**src/rtl/key_debounce.sv**
```systemverilog
// key_debounce: two-flop synchroniser and per-key stability counter for board push-buttons,
// producing a clean level plus press/release strobes. Define KEY_AUTOREPEAT_EN for held-key repeat.
module key_debounce #(
  parameter int NUM_KEYS        = 3,
  parameter int DEBOUNCE_CYCLES = 16,
  parameter int ACTIVE_LOW      = 1,
  parameter int REPEAT_DELAY    = 64,
  parameter int REPEAT_PERIOD   = 16
) (
  input  logic                clk,
  input  logic                rst,
  input  logic [NUM_KEYS-1:0] key_raw,
  output logic [NUM_KEYS-1:0] key_level,
  output logic [NUM_KEYS-1:0] key_press,
  output logic [NUM_KEYS-1:0] key_release,
  output logic                key_any
);

  localparam int                  CNT_W    = $clog2(DEBOUNCE_CYCLES + 1);
  localparam logic [CNT_W-1:0]    CNT_LAST = CNT_W'(DEBOUNCE_CYCLES - 1);
  localparam logic [NUM_KEYS-1:0] IDLE_RAW = {NUM_KEYS{ACTIVE_LOW != 0}};

  if (DEBOUNCE_CYCLES < 1 || DEBOUNCE_CYCLES > 65535) begin : g_bad_debounce
    $error("key_debounce: DEBOUNCE_CYCLES must be in 1..65535");
  end
  if (REPEAT_DELAY < 1 || REPEAT_PERIOD < 1) begin : g_bad_repeat
    $error("key_debounce: REPEAT_DELAY and REPEAT_PERIOD must be at least 1");
  end

  // Stage p0/p1: two-flop synchroniser; flops idle at the released pin value.
  logic [NUM_KEYS-1:0] sync_p0;
  logic [NUM_KEYS-1:0] sync_p1;
  logic [NUM_KEYS-1:0] norm_p1;

  always_ff @(posedge clk or posedge rst) begin
    if (rst) begin
      sync_p0 <= IDLE_RAW;
      sync_p1 <= IDLE_RAW;
    end else begin
      sync_p0 <= key_raw;
      sync_p1 <= sync_p0;
    end
  end

  // XOR with the idle pattern makes 1 mean pressed regardless of pin polarity.
  assign norm_p1 = sync_p1 ^ IDLE_RAW;

  // Stage p2: per-key stability counter, debounced level and registered strobes.
  for (genvar i = 0; i < NUM_KEYS; i++) begin : g_key
    logic [CNT_W-1:0] cnt_q;
    logic [CNT_W-1:0] cnt_d;
    logic             level_q;
    logic             level_d;
    logic             press_q;
    logic             press_d;
    logic             release_q;
    logic             release_d;
    logic             deb_press;

    always_comb begin
      cnt_d     = '0;
      level_d   = level_q;
      deb_press = 1'b0;
      release_d = 1'b0;
      if (norm_p1[i] != level_q) begin
        if (cnt_q == CNT_LAST) begin
          level_d   = norm_p1[i];
          deb_press = norm_p1[i];
          release_d = ~norm_p1[i];
        end else begin
          cnt_d = cnt_q + 1'b1;
        end
      end
    end

`ifdef KEY_AUTOREPEAT_EN
    localparam int RC_MAX = (REPEAT_DELAY > REPEAT_PERIOD) ? REPEAT_DELAY : REPEAT_PERIOD;
    localparam int RC_W   = $clog2(RC_MAX + 1);

    logic [RC_W-1:0] rc_q;
    logic [RC_W-1:0] rc_d;
    logic            rph_q;
    logic            rph_d;
    logic            rep_d;

    // rph marks that the initial delay has elapsed and the shorter period now applies.
    always_comb begin
      rc_d  = '0;
      rph_d = 1'b0;
      rep_d = 1'b0;
      if (level_q && level_d) begin
        rph_d = rph_q;
        if (!rph_q && rc_q == RC_W'(REPEAT_DELAY - 1)) begin
          rep_d = 1'b1;
          rph_d = 1'b1;
        end else if (rph_q && rc_q == RC_W'(REPEAT_PERIOD - 1)) begin
          rep_d = 1'b1;
        end else begin
          rc_d = rc_q + 1'b1;
        end
      end
    end

    always_ff @(posedge clk or posedge rst) begin
      if (rst) begin
        rc_q  <= '0;
        rph_q <= 1'b0;
      end else begin
        rc_q  <= rc_d;
        rph_q <= rph_d;
      end
    end

    assign press_d = deb_press | rep_d;
`else
    assign press_d = deb_press;
`endif

    always_ff @(posedge clk or posedge rst) begin
      if (rst) begin
        cnt_q     <= '0;
        level_q   <= 1'b0;
        press_q   <= 1'b0;
        release_q <= 1'b0;
      end else begin
        cnt_q     <= cnt_d;
        level_q   <= level_d;
        press_q   <= press_d;
        release_q <= release_d;
      end
    end

    assign key_level[i]   = level_q;
    assign key_press[i]   = press_q;
    assign key_release[i] = release_q;
  end

  assign key_any = |key_level;

endmodule

```
**config.mk**
```make
export PLATFORM = sky130hd
export DESIGN_NAME = key_debounce
export DESIGN_NICKNAME = d
export VERILOG_FILES = /design/src/rtl/key_debounce.sv
export SDC_FILE = /design/constraint.sdc
export NUM_CORES = 1
export LEC_CHECK = 0
export ABC_AREA = 1
export ABC_CLOCK_PERIOD_IN_PS = 1400
export BUFFER_PORTS_ARGS = -buffer_cell sky130_fd_sc_hd__buf_2
export CORE_MARGIN = 3
export CORE_UTILIZATION = 55
export DETAILED_ROUTE_END_ITERATION = 8
export PLACE_DENSITY_LB_ADDON = 0.1
export SYNTH_ARGS = -nofsm -noshare
export SYNTH_HDL_FRONTEND = slang
export SYNTH_SLANG_ARGS = --single-unit
```
**constraint.sdc**
```tcl
create_clock -name clk -period 1.4 [get_ports clk]
set_input_delay 0.35 -clock clk [delete_from_list [all_inputs] [get_ports clk]]
set_output_delay 0.35 -clock clk [all_outputs]
set_load 0.02 [all_outputs]
```
==> Word-level counts from Yosys, hierarchy flattened <==
Cells that the tools add are included.
{ "classes": {"n_addsub": 3, "eq_ne": 6, "n_mux": 18, "n_bitwise": 4, "n_reduce_logical": 4} }
{ "op_table": {"columns": ["cell", "n"], "rows": [
  ["two-way mux 5 bit", 6],
  ["adder 5 x 1 -> 5 bit, second input constant", 3],
  ["equality test 5 x 4 -> 1 bit, second input constant", 3],
  ["two-way mux 1 bit", 12],
  ["AND reduction 2 bit", 3],
  ["inequality test 1 bit", 3],
  ["inverter 1 bit", 3],
  ["inverter 3 bit", 1],
  ["OR reduction 3 bit", 1]
]} }
{ "totals": {"reg_bits": 30, "output_inout_bits": 10, "elab_cells": 49} }

==> Logic depth before layout (Yosys ltp) <==
{ "logic_depth": {"ltp_word": 4, "mapped_depth": 5} }

==> Least setup slack after synthesis <==
No wires, ideal clock.
{ "synth_timing": {"kind": "register to output", "from": "register g_key[1].level_q", "to": "output port key_any", "arrival_ns": 0.667, "setup_slack_ns": 0.383, "path_stages_with_launch": 3, "path_buffers": 0, "path_cell_list": "dfrtp_1 -> inv_1 -> nand3_1"} }
{ "synth_via": {"elab_chain_cells": 1} }
{ "synth_rtl": {"columns": ["element", "line_no", "source"], "rows": [
  ["start: declaration", "52", "logic level_q;"],
  ["start signal: assignment", "127", "level_q <= level_d;"],
  ["OR reduction 3 bit", "138", "assign key_any = |key_level;"],
  ["end: declaration", "16", "output logic key_any"]
]} }
Every way passes these cells.

==> Worst setup path after layout <==
Same ends and word-level chain as after synthesis.

==> impl_results.md <==
- Status: finished, final reports clean
- Comb pwr share: 5.6%
- Post-DRT Antenna Nets: 0
- Cell count after synthesis: 137
- Cts hold-fix bufs: 0
- Final Cycle Share: 99.5%
- Total wire length: 2.21 mm
- Max Root-Sink Buffers: 2
- Slew headroom: 76.1%
- Main synth FF type: dfrtp_1
- Final Skew: 4.53 ps
- Starting Density: 62.1%
- Yosys warning count: 0
- ANT cells: 0
- Clock buffer count from CTS: 5
- Syn Nets: 145
- DRC: 0
- CTS sink cnt: 30
- Final hold vios: 0
- Die area: 2970 um^2
- CTS H-tree lvls: 2
- DP Cell Count: 170
- Root Buffer: clkbuf_4
- Sw Ratio: 23.2%
- Tot Pwr: 1.53 mW
- P per Cell Area: 1010 nW/um^2
- #FFs+latches synth: 30
- Via/cell ratio: 4.77
- Startpoint type of the worst setup path: flip-flop
- Period minus WS final: 1390 ps
- Share of the synthesized area in the top cell type: 46.4%
- Die H: 54.5 um
- Largest net degree at the start of global routing: 31
- Clock slew at reported path FFs: 90 ps
- Final Slew Violations: 0
- GPL Wtd Cong: 0.817
- Most common cell in the netlist: nand2_1
- Slew of the pin with the lowest slew margin: 358 ps
- Layout cells sized above 1: 31.5%
- CTS tree: built
- Initial antenna violation count: 0
- Worst vdd ir: 0.750 mV
- Grt total ovfl: 0
- Vias in the first global route: 873
- Most frequent cells after synthesis: nand2_1, dfrtp_1, nor2_1
- Die W: 54.5 um
- Iter 0 DRT Violations: 10
- Nets: 169
- Hpwl dp: 1.52 mm
- Setup CP Type: flip-flop to primary output
- FILL cells: 155
- Design area: 1510 um^2
- WP data arrival: 1040 ps
- Syn avg cell area: 9.44 um^2
- Pint: 1.18 mW
- Switching power: 0.356 mW
- P_leak: 0.863 nW
- # setup viols final: 0
- Clock insertion delay at the later pin of the skew report: 320 ps
- Post-route setup TNS: 0 ps
- Area leader, netlist: dfrtp_1
- GRT Total Usage: 18.2%
- Number of synthesized flops with an enable pin: 0
- Finished Layout Cells: 189
- Routed WL per cell: 11.7 um
- Via count: 902
- Seq/Total Area, Yosys: 58.6%
- Top cells by area, synth: dfrtp_1, dfstp_2, nand2_1, nor2_1, buf_4
- Share of flip-flops with an asynchronous set or reset: 100%
- Register share of total power: 60.6%
- I/O Buffers: 14
- Core area: 2080 um^2
- Synth cell types: 15
- Placed Instance Area: 1340 um^2
- DRT Pass-1 Iters: 4
- FP Rows: 16
- Clock power share: 33.8%
- RSZ-0062 raised after global routing: yes
- Netlist area before placement: 1290 um^2
- Area growth, synth to finish: 16.8%
- Max-Cap Viols: 0
- Hold slack: 91.2 ps
- Worst Hold Class: primary input to asynchronous set/reset pin
- CP Capture Type: primary output
- Fmax: 718 MHz
- I/O pins: 15
- First-pass GRT wire length: 3.66 mm
- Req. time, crit path: 1050 ps
- Worst-path fanout max: 2
[cells by family (layout without fill, tap and decap cells)]
family / Yosys count / in the layout / synth area share (%)
buf+inv: 28 / 53 / 10.7
compound gates: 3 / 3 / 1.16
flops: 30 / 30 / 58.6
simple gates: 73 / 73 / 26.6
fa+ha+maj: 3 / 3 / 2.90
[per-stage QoR]
step | setup slack, ps | utilization [%]
final | 6.91 | 72.6
after detailed placement | 307 | 64.2
after floorplan | 383 | -
after global placement | 331 | 64.2
after global routing | -60.7 | 72.6
after CTS | 0.321 | 69.6
[repair_timing]
action                     in CTS  in global routing
gates resized for setup         3                  7
buffers inserted                6                  5
setup endpoints to repair       1                  3
pin swaps                       0                  0
[power by group through the flow]
stage | combinational, mW | clock (mW) | sequential, mW
after floorplan | 0.0642 | 0 | 0.939
after global placement | 0.0832 | 0 | 0.943
after detailed placement | 0.0857 | 0 | 0.945
after CTS | 0.0869 | 0.543 | 0.929
after global routing | 0.101 | 0.589 | 0.935
final | 0.0854 | 0.517 | 0.929
[state kept, by name (all words and copies together), names as in the netlist]
name             cells
g_key.level_q        3
sync_p1              3
g_key.release_q      3
sync_p0              3
g_key.cnt_q         15
g_key.press_q        3
[critical path, stage by stage (launching register included)]
cell,delay (ps)
dfrtp_1,420
inv_2,90
nand3_2,90
buf_6,130
[path summary, 6_finish.rpt]
| check | start | end | slack [ps] | depth (start not counted) |
|---|---|---|---|---|
| min in group clk | key_raw[1] | sync_p0[1] | 120 | 1 |
| worst max-delay path | g_key[1].level_q | key_any | 7 | 3 |
| max in group asynchronous | rst | sync_p1[1] | 1000 | 3 |
| worst min register to register | sync_p0[0] | sync_p1[0] | 360 | 0 |
| worst max register to register | g_key[2].level_q | g_key[2].cnt_q[0] | 230 | 7 |
| worst min-delay path | rst | g_key[1].press_q | 90 | 3 |
[per-layer routing]
| metal | vias up | track usage [%] | wire, um |
|---|---|---|---|
| met5 | - | 0 | 0 |
| li1 | 465 | - | - |
| met4 | 0 | 10.8 | 57 |
| met2 | 24 | 29.5 | 1100 |
| met3 | 8 | 6.81 | 115 |
| met1 | 405 | 20.2 | 935 |
[cell type report]
class / instances / area [um^2] / share of cell area [%]
tap: 27 / 33.8 / 2.24
clock buffer: 7 / 55.1 / 3.64
sequential: 30 / 758 / 50.2
multi-input combinational: 79 / 402 / 26.6
inverter: 19 / 71.3 / 4.72
clock inverter: 1 / 5.00 / 0.331
timing repair buffer: 26 / 186 / 12.3
[cells in the final DEF, fill, tap and decap left out, drive strengths merged]
cell / count
nor2: 21
nand4: 9
clkbuf: 7
nor3: 3
nand2: 36
dfrtp: 24
dfstp: 6
inv: 17
buf: 26
clkinv: 3
nand3: 4
o21ai: 3
ha: 3
No activity file was read; power rests on OpenSTA's default activity.
